===== src/rtl/alu_request_arbiter.sv =====
// alu_request_arbiter: round-robin front end for the shared sequential ALU.
// Grants one of N requesters, latches its operands, pulses the ALU start,
// waits for the done pulse under a watchdog and returns the result.
//
// Ports:
//   clk, reset          clock (rising edge), synchronous active-low reset
//   req_valid/req_ready per-requester handshake, ready is a one-hot grant
//   req_op/req_a/req_b  packed per-requester op (2b) and operands (8b each)
//   alu_begin           one-cycle start pulse to the ALU
//   alu_op/alu_x/alu_y  latched op and operands for the ALU
//   alu_end/alu_res     ALU done pulse and 16-bit result
//   rsp_valid/rsp_ready response handshake
//   rsp_id/rsp_data     served requester index and result
//   rsp_err             timeout or divide-by-zero
//   busy                high whenever the FSM is not idle

module alu_request_arbiter #(
    parameter int N       = 4,
    parameter int IDW     = 2,
    parameter int TIMEOUT = 64
) (
    input  logic           clk,
    input  logic           reset,
    input  logic [N-1:0]   req_valid,
    output logic [N-1:0]   req_ready,
    input  logic [2*N-1:0] req_op,
    input  logic [8*N-1:0] req_a,
    input  logic [8*N-1:0] req_b,
    output logic           alu_begin,
    output logic [1:0]     alu_op,
    output logic [7:0]     alu_x,
    output logic [7:0]     alu_y,
    input  logic           alu_end,
    input  logic [15:0]    alu_res,
    output logic           rsp_valid,
    input  logic           rsp_ready,
    output logic [IDW-1:0] rsp_id,
    output logic [15:0]    rsp_data,
    output logic           rsp_err,
    output logic           busy
);

    localparam int CW = (TIMEOUT > 1) ? $clog2(TIMEOUT) : 1;

    typedef enum logic [1:0] {
        S_IDLE,
        S_ISSUE,
        S_WAIT,
        S_RESP
    } state_t;

    state_t         r_state;
    logic [IDW-1:0] r_ptr;
    logic [IDW-1:0] r_id;
    logic [CW-1:0]  r_cnt;
    logic           r_begin;
    logic [1:0]     r_op;
    logic [7:0]     r_x;
    logic [7:0]     r_y;
    logic           r_rsp_valid;
    logic [15:0]    r_rsp_data;
    logic           r_rsp_err;
    logic           r_busy;

    logic           w_found;
    logic [N-1:0]   w_grant;
    logic [IDW-1:0] w_gid;
    logic [IDW-1:0] w_idx;
    logic [1:0]     w_op;
    logic [7:0]     w_a;
    logic [7:0]     w_b;
    logic           w_div0;

    // Search starts just after the last served requester, wrapping at N.
    always_comb begin
        w_found = 1'b0;
        w_grant = '0;
        w_gid   = '0;
        w_idx   = '0;
        w_op    = '0;
        w_a     = '0;
        w_b     = '0;
        for (int k = 1; k <= N; k++) begin
            w_idx = IDW'((int'(r_ptr) + k) % N);
            if (!w_found && req_valid[w_idx]) begin
                w_found        = 1'b1;
                w_grant[w_idx] = 1'b1;
                w_gid          = w_idx;
                w_op           = req_op[{w_idx, 1'b0} +: 2];
                w_a            = req_a[{w_idx, 3'b000} +: 8];
                w_b            = req_b[{w_idx, 3'b000} +: 8];
            end
        end
    end

    assign w_div0 = (w_op == 2'b11) && (w_b == 8'h00);

    // Grant is only offered while idle and out of reset.
    assign req_ready = (r_state == S_IDLE && reset) ? w_grant : '0;

    always_ff @(posedge clk) begin
        if (!reset) begin
            r_state     <= S_IDLE;
            r_ptr       <= IDW'(N - 1);
            r_id        <= '0;
            r_cnt       <= '0;
            r_begin     <= 1'b0;
            r_op        <= '0;
            r_x         <= '0;
            r_y         <= '0;
            r_rsp_valid <= 1'b0;
            r_rsp_data  <= '0;
            r_rsp_err   <= 1'b0;
            r_busy      <= 1'b0;
        end else begin
            unique case (r_state)
                S_IDLE: begin
                    if (w_found) begin
                        r_id   <= w_gid;
                        r_op   <= w_op;
                        r_x    <= w_a;
                        r_y    <= w_b;
                        r_busy <= 1'b1;
                        if (w_div0) begin
                            // Divide-by-zero never reaches the ALU.
                            r_rsp_data  <= 16'hFFFF;
                            r_rsp_err   <= 1'b1;
                            r_rsp_valid <= 1'b1;
                            r_state     <= S_RESP;
                        end else begin
                            r_begin <= 1'b1;
                            r_state <= S_ISSUE;
                        end
                    end
                end
                S_ISSUE: begin
                    r_begin <= 1'b0;
                    r_cnt   <= '0;
                    r_state <= S_WAIT;
                end
                S_WAIT: begin
                    // A done pulse on the last watchdog cycle still wins.
                    if (alu_end) begin
                        r_rsp_data  <= r_op[1] ? alu_res
                                               : {8'h00, alu_res[7:0]};
                        r_rsp_err   <= 1'b0;
                        r_rsp_valid <= 1'b1;
                        r_state     <= S_RESP;
                    end else if (r_cnt == CW'(TIMEOUT - 1)) begin
                        r_rsp_data  <= '0;
                        r_rsp_err   <= 1'b1;
                        r_rsp_valid <= 1'b1;
                        r_state     <= S_RESP;
                    end else begin
                        r_cnt <= r_cnt + CW'(1);
                    end
                end
                S_RESP: begin
                    if (rsp_ready) begin
                        r_rsp_valid <= 1'b0;
                        r_busy      <= 1'b0;
                        r_ptr       <= r_id;
                        r_state     <= S_IDLE;
                    end
                end
                default: begin
                    r_state <= S_IDLE;
                end
            endcase
        end
    end

    assign alu_begin = r_begin;
    assign alu_op    = r_op;
    assign alu_x     = r_x;
    assign alu_y     = r_y;
    assign rsp_valid = r_rsp_valid;
    assign rsp_id    = r_id;
    assign rsp_data  = r_rsp_data;
    assign rsp_err   = r_rsp_err;
    assign busy      = r_busy;

endmodule

===== config.mk =====
export PLATFORM = sky130hd
export DESIGN_NAME = alu_request_arbiter
export DESIGN_NICKNAME = d
export VERILOG_FILES = /design/src/rtl/alu_request_arbiter.sv
export SDC_FILE = /design/constraint.sdc
export NUM_CORES = 1
export LEC_CHECK = 0
export CORE_MARGIN = 10
export CORE_UTILIZATION = 40
export CTS_BUF_LIST = sky130_fd_sc_hd__clkbuf_4
export DETAILED_ROUTE_END_ITERATION = 8
export GPL_TIMING_DRIVEN = 0
export PLACE_DENSITY = 0.69
export SETUP_SLACK_MARGIN = 0.02
export SLEW_MARGIN = 20
export SYNTH_ARGS = -nofsm -noshare
export SYNTH_HDL_FRONTEND = slang
export SYNTH_SLANG_ARGS = --single-unit

===== constraint.sdc =====
create_clock -name clk -period 13.7 [get_ports clk]
set_input_delay 3.425 -clock clk [delete_from_list [all_inputs] [get_ports clk]]
set_output_delay 3.425 -clock clk [all_outputs]
set_load 0.005 [all_outputs]

== Word level (Yosys, flattened, before mapping) ==
Index checks and enable logic that the tools add are counted.
Storage, ports and cells
  bits in registers: 50
  input bits: 96
  word-level logic and storage cells: 148
Cells by class
  $add $sub $neg: 5
  $lt $le $gt $ge: 8
  equal/unequal tests: 12
  shift operators: 12
  muxes and demuxes: 69
  bitwise logic cells: 3
  reduce and logical (&&, ||, !) cells: 27
Operator list (count)
  indexed part select 32 x 6 -> 8 bit: 8
  two-way mux 16 bit: 5
  two-way mux 8 bit: 8
  case mux 16 bit (2 select lines): 1
  indexed part select 8 x 4 -> 2 bit: 4
  two-way mux 2 bit: 13
  two-way mux 1 bit: 21
  two-way mux 4 bit: 5
  less-than comparator 2 x 3 -> 1 bit, second input constant: 4
  two-way mux 6 bit: 2
  != test 2 bit, second input constant: 6
  OR 4 bit: 3
  case mux 6 bit (2 select lines): 1
  AND reduction 3 bit: 4
  logical AND 1 bit: 9
  binary-select mux 1 bit (select 2 bit): 4
  demux 1 bit (select 2 bit): 4
  greater-or-equal comparator 2 x 1 -> 1 bit, second input constant: 4
  zero test 8 bit: 1
  case mux 2 bit (4 select lines): 1
  nonzero test 2 bit: 4
  adder 6 x 1 -> 6 bit, second input constant: 1
  == test 2 bit, second input constant: 3
  == test 6 bit, second input constant: 1
  other kinds (12): 19

== Depth between registers and ports, before layout ==
  word-level depth: 18
  mapped depth: 19

== Worst setup path before layout ==
Ideal clock, no wire load.
  kind: in2out
  from: input port req_valid[2]
  to: output port req_ready[0]
  arrival: 4.977 ns
  required time: 10.275 ns
  setup slack: 5.298 ns
  stages on the path: 7
  cell sequence: mux4_2 > buf_6 > nor4b_4 > buf_6 > clkbuf_1 > a221oi_1 > nor2_1
Between the ends
  longest elaborated chain between the ends: 13
  elaborated cells on any way between the ends: 25
  classes of those cells: 16 x mux; 3 x bitwise; 6 x reduce/logical
RTL lines
  from (decl): RTL line 24  | input logic [N-1:0] req_valid,
  binary-select mux 1 bit (select 2 bit): RTL line 85  | if (!w_found && req_valid[w_idx]) begin
  two-way mux 1 bit (not written as such): RTL line 85
  two-way mux 1 bit: RTL line 85
  zero test 1 bit: RTL line 85
  logical AND 1 bit: RTL line 85
  two-way mux 1 bit: RTL line 85
  zero test 1 bit: RTL line 85
  logical AND 1 bit: RTL line 85
  two-way mux 1 bit: RTL line 85
  zero test 1 bit: RTL line 85
  logical AND 1 bit: RTL line 85
  two-way mux 4 bit *: RTL line 85
  two-way mux 4 bit *: RTL line 99  | assign req_ready = (r_state == S_IDLE && reset) ? w_grant : '0;
  to (decl): RTL line 25  | output logic [N-1:0] req_ready,
Every way passes the cells marked *; elsewhere a longest branch is shown, timed or not. The select of a mux whose other input is x is not followed.

== Worst setup path after layout ==
  from: input port req_valid[2]
  to: output port req_ready[3]
The elaborated chain is that of the path after synthesis.

==> flow_metrics.py <==
metrics = {
    "outcome": {
        "status": "finished, final reports clean",
    },
    "worst_setup_path": {
        "r2r_cells": 18,
        "critical_path_class": "in -> out",
        "critPathArrivalTime_ps": 6630,
        "critical_path_required_ps": 10270,
        "crit_path_end_kind": "output pin",
        "cp-start-kind": "input pin",
        "critPathMaxFanout": 10,
    },
    "synthesis": {
        "ys_ff_latch": 50,
        "seq_area_frac_synth": 0.186,
        "netlist_area_um2": 5380,
        "yosys_warnings": 0,
        "synth_cell_types": 66,
        "synthArstFlopShare": 0,
        "syn_nets": 657,
        "synth.avg_cell_area_um2": 9.78,
        "synthCells": 550,
        "ys.flop_type": "dfxtp_1",
        "synth-edff-count": 0,
    },
    "power_and_ir_drop": {
        "power.density_nw_per_um2": 119,
        "finalPower_uw": 838,
        "ir_worst_vdd_mv": 0.0418,
        "p_leak_uw": 0.00241,
    },
    "timing": {
        "final_max_slew_viol_count": 0,
        "finalSetupViolCount": 0,
        "layout_setup_ws_ps": 3650,
        "whs_ps": 453,
        "tns_ps": 0,
        "hold_viol_final": 0,
        "min_period_ps": 10050,
        "grt_setup_unrepaired": "no",
        "skew_ps": 11.1,
        "final.period_utilization": 0.734,
        "max_freq_mhz": 99.5,
        "max_slew_margin": 0.550,
        "max_slew.worst_pin.slew_ps": 675,
    },
    "drt": {
        "vias_per_cell": 6.27,
        "drt-total-wl_um": 18300,
        "firstDrtPassIters": 5,
        "vias": 5467,
        "drc_errors": 0,
        "drtIter0Drc": 518,
        "routedWlPerCell_um": 21.0,
        "drtAntennaViolNets": 0,
    },
    "layout": {
        "final_common_cell": "clkdlybuf4s50_1",
        "nets": 803,
        "layout_common_cells": "clkdlybuf4s50_1, mux4_2, nand2_1",
        "utilization": 0.534,
        "syn2layout_area_growth_pct": 30.9,
        "insertedDiodeCount": 0,
        "drive_above_1_share": 0.198,
    },
    "placement": {
        "numPortBuffers": 139,
        "gp_congestion": 0.893,
        "post-place-ws_ps": 3690,
        "dp_hpwl_um": 14300,
    },
    "clocking": {
        "clock_sinks": 50,
        "postCtsSetupBuffers": 0,
        "cts_tree": "done",
        "cts_resized": 0,
        "holdBufCountCts": 0,
        "path_clk_slew_ps": 130,
        "cts_buffers": 5,
        "clockBufferDepth": 2,
        "htree_levels": 2,
        "cts-root-buf": "clkbuf_4",
        "clk_latency_ps": 380,
    },
    "floorplanning": {
        "die_area_um2": 18500,
        "rows": 42,
        "die_w_um": 136,
        "die_height_um": 136,
        "core_um2": 13200,
        "io-pin-count": 140,
        "start_util": 0.408,
    },
    "grt": {
        "track_usage": 0.190,
        "grt_pass1_wl_um": 28900,
        "grt_max_degree": 14,
        "grt_pass1_vias": 5485,
        "antenna_found_initial": 0,
        "overflow": 0,
    },
    "worst_hold_path": {
        "holdPathStages": 2,
        "hp-class": "reg -> reg",
    },
    "flow_run": {
        "max-cap-violations": 0,
    },
}
-- cells in the mapped netlist, types with 7 or more instances --
library cell | count | area [um^2]
nand3_1 | 22 | 110
buf_6 | 8 | 90.1
nand2_1 | 55 | 206
a21oi_1 | 19 | 95.1
dfxtp_1 | 50 | 1000
a41oi_1 | 17 | 149
a21oi_2 | 10 | 87.6
o21ai_0 | 24 | 120
o31ai_1 | 16 | 120
a221o_1 | 8 | 80.1
nand3b_1 | 7 | 52.6
clkbuf_1 | 30 | 113
nor2b_1 | 7 | 43.8
mux4_2 | 76 | 1710
buf_2 | 15 | 75.1
nor2_1 | 38 | 143
inv_1 | 26 | 97.6
a22oi_1 | 8 | 60.1
ha_1 | 11 | 138
a311oi_1 | 7 | 61.3
a211oi_1 | 10 | 75.1
-- area by class of cell --
type,count,area (um^2)
fill,1180,6140
multi-input combinational,414,3960
timing repair buffer,139,1390
sequential,50,1000
buffer,60,327
tap,176,220
inverter,26,97.6
clock buffer,7,52.6
-- kinds of logic (layout without fill, tap and decap cells) --
| kind of cell | after synthesis | count (layout) | share of synthesized area |
|---|---|---|---|
| AOI/OAI and AO/OA | 158 | 158 | 0.228 |
| muxes | 81 | 81 | 0.328 |
| and+or+nand+nor | 161 | 161 | 0.149 |
| DFF | 50 | 50 | 0.186 |
| adders and majority gates | 11 | 11 | 0.0256 |
| buffers and inverters | 86 | 232 | 0.0788 |
| xor gates and xnor gates | 3 | 3 | 0.00488 |
-- worst max-delay path, stage by stage --
cell and delay, ps:
clkdlybuf4s50_1 670, mux4_2 330, buf_6 150, buf_2 260, buf_1 490, clkbuf_1 390
nor2_1 90, a221oi_1 270, nor2_1 90, clkdlybuf4s50_1 470
-- metrics by stage --
stage	std cells	cell area [um^2]
3_5_place_dp	865	6990
3_3_place_gp	865	6990
2_1_floorplan	550	5380
6_report	872	7050
4_1_cts	872	7050
5_1_grt	872	7050
-- where the power goes --
part / leakage, uW / switching (uW) / internal [uW]
registers: 0.000410 / 32.7 / 191
logic: 0.00197 / 281 / 263
clock network: 0.0000322 / 47.0 / 23.4
total: 0.00241 / 361 / 477
-- flip-flops by register name (all words and copies together), names as in the netlist --
name / count
r_ptr: 2
alu_y: 8
alu_x: 8
rsp_id: 2
r_cnt: 6
r_state: 2
alu_op: 2
busy: 1
rsp_valid: 1
rsp_err: 1
alu_begin: 1
rsp_data: 16
-- routing by layer --
metal,up-vias,track usage,share of wire
met5,-,0,0
met3,15,0.0480,0.091
met1,2710,0.240,0.41
met2,273,0.315,0.49
li1,2469,-,-
met4,0,0.0497,0.012
-- worst paths after layout --
path / startpoint / slack, ps / end
max: req_valid[2] / 3650 / req_ready[3]
min reg2reg: rsp_data[4]$_SDFFE_PN0P_ / 450 / rsp_data[4]$_SDFFE_PN0P_
max reg2reg: r_ptr[0]$_SDFFE_PN1P_ / 8230 / rsp_data[12]$_SDFFE_PN0P_
min: rsp_data[4]$_SDFFE_PN0P_ / 450 / rsp_data[4]$_SDFFE_PN0P_
Note: power is estimated with default switching activity, not from simulation.
